$ cat config.mk
export PLATFORM = sky130hd
export DESIGN_NAME = spi_slave_bridge
export DESIGN_NICKNAME = d
export VERILOG_FILES = /design/src/rtl/spi_slave_bridge.sv
export SDC_FILE = /design/constraint.sdc
export NUM_CORES = 1
export LEC_CHECK = 0
export CAP_MARGIN = 20
export CORE_AREA = 2 2 102 104
export CTS_CLUSTER_SIZE = 20
export DETAILED_ROUTE_END_ITERATION = 7
export DIE_AREA = 0 0 104 106
export GPL_TIMING_DRIVEN = 0
export PLACE_DENSITY = 0.84
export SYNTH_ARGS = -nofsm -noshare
export SYNTH_HDL_FRONTEND = slang
export SYNTH_SLANG_ARGS = --single-unit
export TNS_END_PERCENT = 10
$ cat constraint.sdc
create_clock -name clk_1x -period 5.25 [get_ports clk_1x]
set_input_delay 0.7875 -clock clk_1x [delete_from_list [all_inputs] [get_ports clk_1x]]
set_output_delay 0.7875 -clock clk_1x [all_outputs]
set_load 0.005 [all_outputs]
$ cat src/rtl/spi_slave_bridge.sv
// SPI mode-0 slave that turns 8-bit command + 32-bit data frames into
// single-cycle register read/write strobes on the clk_1x domain.
module spi_slave_bridge #(
  parameter int ADDR_W      = 3,
  parameter int SYNC_STAGES = 2
) (
  input  logic              clk_1x,
  input  logic              rst_1x,
  input  logic              spi_s_clk,
  input  logic              spi_cs_l,
  input  logic              spi_mosi,
  output logic              spi_miso,
  output logic              spi_miso_oe,
  output logic [ADDR_W-1:0] reg_address,
  output logic              reg_rden,
  input  logic [31:0]       reg_readdata,
  output logic              reg_wren,
  output logic [31:0]       reg_writedata,
  output logic              frame_err
);

  typedef enum logic [2:0] {IDLE, CMD, WR, RD, DONE} state_t;

  state_t state, state_d;

  logic [SYNC_STAGES-1:0] sclk_sync, cs_sync, mosi_sync, fill;
  logic       s_sclk, s_cs_l, s_mosi;
  logic       sclk_d, cs_d, armed;
  logic       sclk_rise, sclk_fall, cs_rise, cs_fall;
  logic [5:0] bit_cnt, cnt_inc;
  logic [7:0] cmd_sr, cmd_next;
  logic [31:0] rx_sr, rx_next, tx_sr;
  logic       rd_load;
  logic       cmd_done, data_done;

  // Input synchronizers; fill marks when the chain holds only real samples.
  always_ff @(posedge clk_1x or posedge rst_1x) begin
    if (rst_1x) begin
      sclk_sync <= '0;
      cs_sync   <= '1;
      mosi_sync <= '0;
      fill      <= '0;
    end else begin
      sclk_sync <= {sclk_sync[SYNC_STAGES-2:0], spi_s_clk};
      cs_sync   <= {cs_sync[SYNC_STAGES-2:0], spi_cs_l};
      mosi_sync <= {mosi_sync[SYNC_STAGES-2:0], spi_mosi};
      fill      <= {fill[SYNC_STAGES-2:0], 1'b1};
    end
  end

  assign s_sclk = sclk_sync[SYNC_STAGES-1];
  assign s_cs_l = cs_sync[SYNC_STAGES-1];
  assign s_mosi = mosi_sync[SYNC_STAGES-1];

  // armed stays low until a genuine high on chip select has been observed,
  // so a select already held low across reset never starts a frame.
  always_ff @(posedge clk_1x or posedge rst_1x) begin
    if (rst_1x) begin
      sclk_d <= 1'b0;
      cs_d   <= 1'b1;
      armed  <= 1'b0;
    end else begin
      sclk_d <= s_sclk;
      cs_d   <= s_cs_l;
      armed  <= armed | (fill[SYNC_STAGES-1] & s_cs_l);
    end
  end

  assign sclk_rise = s_sclk & ~sclk_d;
  assign sclk_fall = ~s_sclk & sclk_d;
  assign cs_rise   = s_cs_l & ~cs_d;
  assign cs_fall   = armed & cs_d & ~s_cs_l;

  assign cnt_inc   = (bit_cnt == 6'h3f) ? bit_cnt : bit_cnt + 6'd1;
  assign cmd_next  = {cmd_sr[6:0], s_mosi};
  assign rx_next   = {rx_sr[30:0], s_mosi};
  assign cmd_done  = sclk_rise && (bit_cnt == 6'd7);
  assign data_done = sclk_rise && (bit_cnt == 6'd31);

  always_ff @(posedge clk_1x or posedge rst_1x) begin
    if (rst_1x) state <= IDLE;
    else        state <= state_d;
  end

  always_comb begin
    state_d = state;
    case (state)
      IDLE:    if (cs_fall) state_d = CMD;
      CMD:     if (cmd_done) state_d = cmd_next[7] ? WR : RD;
      WR:      if (data_done) state_d = DONE;
      RD:      if (data_done) state_d = DONE;
      DONE:    state_d = DONE;
      default: state_d = IDLE;
    endcase
    // Deselect wins over any SCLK edge seen in the same cycle.
    if (cs_rise) state_d = IDLE;
  end

  always_ff @(posedge clk_1x or posedge rst_1x) begin
    if (rst_1x) begin
      spi_miso      <= 1'b0;
      spi_miso_oe   <= 1'b0;
      reg_address   <= '0;
      reg_rden      <= 1'b0;
      reg_wren      <= 1'b0;
      reg_writedata <= '0;
      frame_err     <= 1'b0;
      bit_cnt       <= '0;
      cmd_sr        <= '0;
      rx_sr         <= '0;
      tx_sr         <= '0;
      rd_load       <= 1'b0;
    end else begin
      reg_rden  <= 1'b0;
      reg_wren  <= 1'b0;
      frame_err <= 1'b0;
      rd_load   <= reg_rden;
      // Responder data arrives the cycle after the read strobe.
      if (rd_load) tx_sr <= reg_readdata;
      if (cs_rise) begin
        spi_miso    <= 1'b0;
        spi_miso_oe <= 1'b0;
        frame_err   <= (state == CMD) || (state == WR) || (state == RD);
      end else begin
        case (state)
          IDLE: begin
            if (cs_fall) begin
              bit_cnt     <= '0;
              spi_miso_oe <= 1'b1;
              spi_miso    <= 1'b0;
            end
          end
          CMD: begin
            if (sclk_rise) begin
              cmd_sr <= cmd_next;
              if (cmd_done) begin
                reg_address <= cmd_next[ADDR_W-1:0];
                bit_cnt     <= '0;
                reg_rden    <= ~cmd_next[7];
              end else begin
                bit_cnt <= cnt_inc;
              end
            end
          end
          WR: begin
            if (sclk_rise) begin
              rx_sr   <= rx_next;
              bit_cnt <= cnt_inc;
              if (data_done) begin
                reg_writedata <= rx_next;
                reg_wren      <= 1'b1;
              end
            end
          end
          RD: begin
            if (sclk_fall) begin
              spi_miso <= tx_sr[31];
              tx_sr    <= {tx_sr[30:0], 1'b0};
            end
            if (sclk_rise) bit_cnt <= cnt_inc;
          end
          DONE:    spi_miso <= 1'b0;
          default: spi_miso <= 1'b0;
        endcase
      end
    end
  end

endmodule
==> reports/metrics.yaml <==
power_and_ir_drop:
  p_leak_nw: 2.977
  vdd_drop_max_mv: 0.2510
  power_frac_seq_pct: 44.2
  powerDensity_mw_per_mm2: 358.6
  p_total_w: 0.002453
  switching_share_pct: 21.28
  intPower_w: 0.001931
  power_frac_clock_pct: 50.5
  p_sw_w: 0.0005220
  comb_power_share_pct: 5.2
detailed_routing:
  finalWirelength_mm: 10.07
  dr.first_iter.drc_count: 153
  drt_pass1_iterations: 5
  vias_per_cell: 5.323
  drc: 0
  wire_per_inst_um: 15.96
  num_vias: 3359
  ant_nets: 0
floorplan:
  io_pins: 77
  core-area_sq_mm: 0.01000
  dieArea_sq_mm: 0.01102
  rows: 37
  die_w_um: 104
  start_util_pct: 52.43
  die_h_um: 106
critical_path:
  worstReg2RegEnd: "reg_writedata[1]"
  cp_top_family: "buffers and inverters"
  r2r_setup_slack_ns: 3.16
  cp.required_ns: 4.46
  critical_path_arrival_ns: 1.43
  cpPeakStageDelay_ns: 0.52
  worstSetupStartpointType: "register"
  crit_fanout: 2
  critPathSlowestCell: "clkdlybuf4s50_1"
  reg2reg_depth: 8
  cp-end-kind: "output port"
  critPathBufInv: 1
  r2r-start: "bit_cnt[0]"
  critPathKind: "register to output port"
  crit_chain: "clkdlybuf4s50_1"
timing:
  fin_tns_setup_ns: 0
  tightest_slew_ns: 0.7192
  skew_ns: 0.009554
  slew_headroom_pct: 52.05
  fin_crit_sh_pct: 42.21
  fin_ws_ns: 3.034
  drv_slew: 0
  finalHoldViolations: 0
  setup_viol: 0
  period_needed_ns: 2.216
  max_freq_mhz: 451.3
  rsz0062_at_grt: "false"
run_status:
  status: "complete, no violations"
synthesis:
  synth_xor_area_share_pct: 0
  synthTopCellsByCount: "dfrtp_1 (128), mux2_2 (40), nand2_1 (39)"
  synth_edf_count: 0
  ys_top_cells_by_area: "dfrtp_1 (61%), mux2_2 (8.6%), mux2_1 (7.5%), mux2i_1 (6.1%), o21ai_0 (3.3%)"
  yosysWarnings: 0
  synth-compound-area-share_pct: 5.871
  muxShareOfSynthArea_pct: 22.22
  syn_inst: 386
  syn_nets: 424
  ys_types: 36
  synth_top_area_share_pct: 61.10
  synthArstFlopShare_pct: 100.0
  synth_top_family_by_area: "multiplexers"
  yosys_register_bits: 131
  yosys.area_share.simple_pct: 6.897
  syn_avg_cell_area_sq_um: 13.58
  synth_area_leader_cell: "dfrtp_1"
  synth_adder_area_share_pct: 0.2387
  synth_ff_type: "dfrtp_1"
  synth_most_common_cell: "dfrtp_1"
  synth_seq_area_share_pct: 62.60
  synthesis.area_sq_mm: 0.005243
grt:
  grt_pass1_vias: 3562
  grt_max_degree: 80
  grt_usage_pct: 20.29
  gr-total-overflow: 0
  grt_pass1_wl_mm: 17.66
  antenna_found_initial: 0
clock_tree:
  cts_sinks: 131
  worstSkewPairLatency_ns: 0.51
  cts_max_level: 4
  cts.repair.resized: 0
  cts_tree: "yes"
  cts-root-buf: "clkbuf_8"
  cts.hold.buffers_added: 0
  postCtsSetupBuffers: 0
  clock_path_buffers: 2
  cts_made_buffers: 17
  clkSlewWorstSetupHoldPaths_ns: 0.06
hold_path:
  hold_class: "register to register"
  worstHoldEndpoint: "mosi_sync[1]"
  min_from: "mosi_sync[0]"
  holdPathStages: 0
placement:
  hpwlAfterDp_mm: 6.421
  io_buffers: 76
  dpl_cell_area_sq_mm: 0.006206
  place_congestion: 0.7722
  place_ws_ns: 3.180
layout:
  fillers: 703
  area_growth_pct: 30.45
  nNetsFinal: 520
  antenna_cells: 0
  final_layout_size_suffix_gt1_share_pct: 18.59
  design_area_sq_mm: 0.006839
flow_run:
  cap_violations: 0
area by class of cell:
cell class | count | area (sq um) | share of cell area [%]
Multi-Input combinational cell | 233 | 1851 | 27.06
Buffer | 19 | 98.84 | 1.445
Sequential cell | 131 | 3282 | 47.99
Inverter | 3 | 16.27 | 0.2378
Clock inverter | 12 | 177.7 | 2.598
Timing Repair Buffer | 77 | 788.3 | 11.53
Tap cell | 136 | 170.2 | 2.488
Clock buffer | 20 | 455.4 | 6.659
worst max-delay path by stage:
stage,slack [ns],end,cells past startpoint,startpoint
floorplan,0.97,armed,1,rst_1x
detailed placement,3.18,reg_writedata[8],7,cs_d
global route,2.99,spi_miso,1,spi_miso
global placement,-0.60,reg_writedata[3],2,rst_1x
CTS,3.01,reg_writedata[31],1,reg_writedata[31]
finish,3.03,reg_writedata[31],1,reg_writedata[31]
per-layer routing:
metal	vias up	GRT usage [%]	part of all wire, %
met3	15	7.174	6.4
li1	1555	-	-
met2	106	32.47	49
met5	-	0	0
met1	1683	25.87	43
met4	0	7.046	1.5
logic make-up after synthesis:
family,Yosys count
AOI/OAI and AO/OA,52
adders and majority gates,1
buffers and inverters,22
DFF,131
muxes,107
other,1
and+or+nand+nor,72
state kept, by name, summed over array words and instances, names as in the netlist, 2 cells and up:
signal	cells
reg_writedata	32
tx_sr	32
rx_sr	31
cmd_sr	7
bit_cnt	6
reg_address	3
state	3
cs_sync	2
fill	2
mosi_sync	2
sclk_sync	2
layout by cell type (no fill, tap or decap), drive strengths merged, types with 5 or more instances in the layout:
| cell type | instances |
|---|---|
| clkbuf | 32 |
| nor2 | 10 |
| nand2 | 39 |
| mux2i | 32 |
| clkdlybuf4s50 | 76 |
| a21oi | 8 |
| dfrtp | 128 |
| buf | 8 |
| nand3b | 5 |
| mux2 | 75 |
| o21ai | 35 |
power groups by stage:
stage	combinational, W	clock [W]	sequential (W)
after floorplan	0.0000747	0	0.00109
after global placement	0.000118	0	0.00110
after detailed placement	0.000127	0	0.00110
after CTS	0.000132	0.00126	0.00109
after global routing	0.000145	0.00131	0.00109
final	0.000128	0.00124	0.00109
per-stage QoR:
| stage | hold WS, ns | util [%] | cells |
|---|---|---|---|
| 2_1_floorplan | 0.3312 | - | 386 |
| 3_3_place_gp | 0.3330 | 61.74 | 598 |
| 3_5_place_dp | 0.3385 | 62.06 | 599 |
| 4_1_cts | 0.3536 | 68.39 | 631 |
| 5_1_grt | 0.3668 | 68.39 | 631 |
| 6_report | 0.3492 | 68.39 | 631 |
Power figures use the tool's default switching activity.
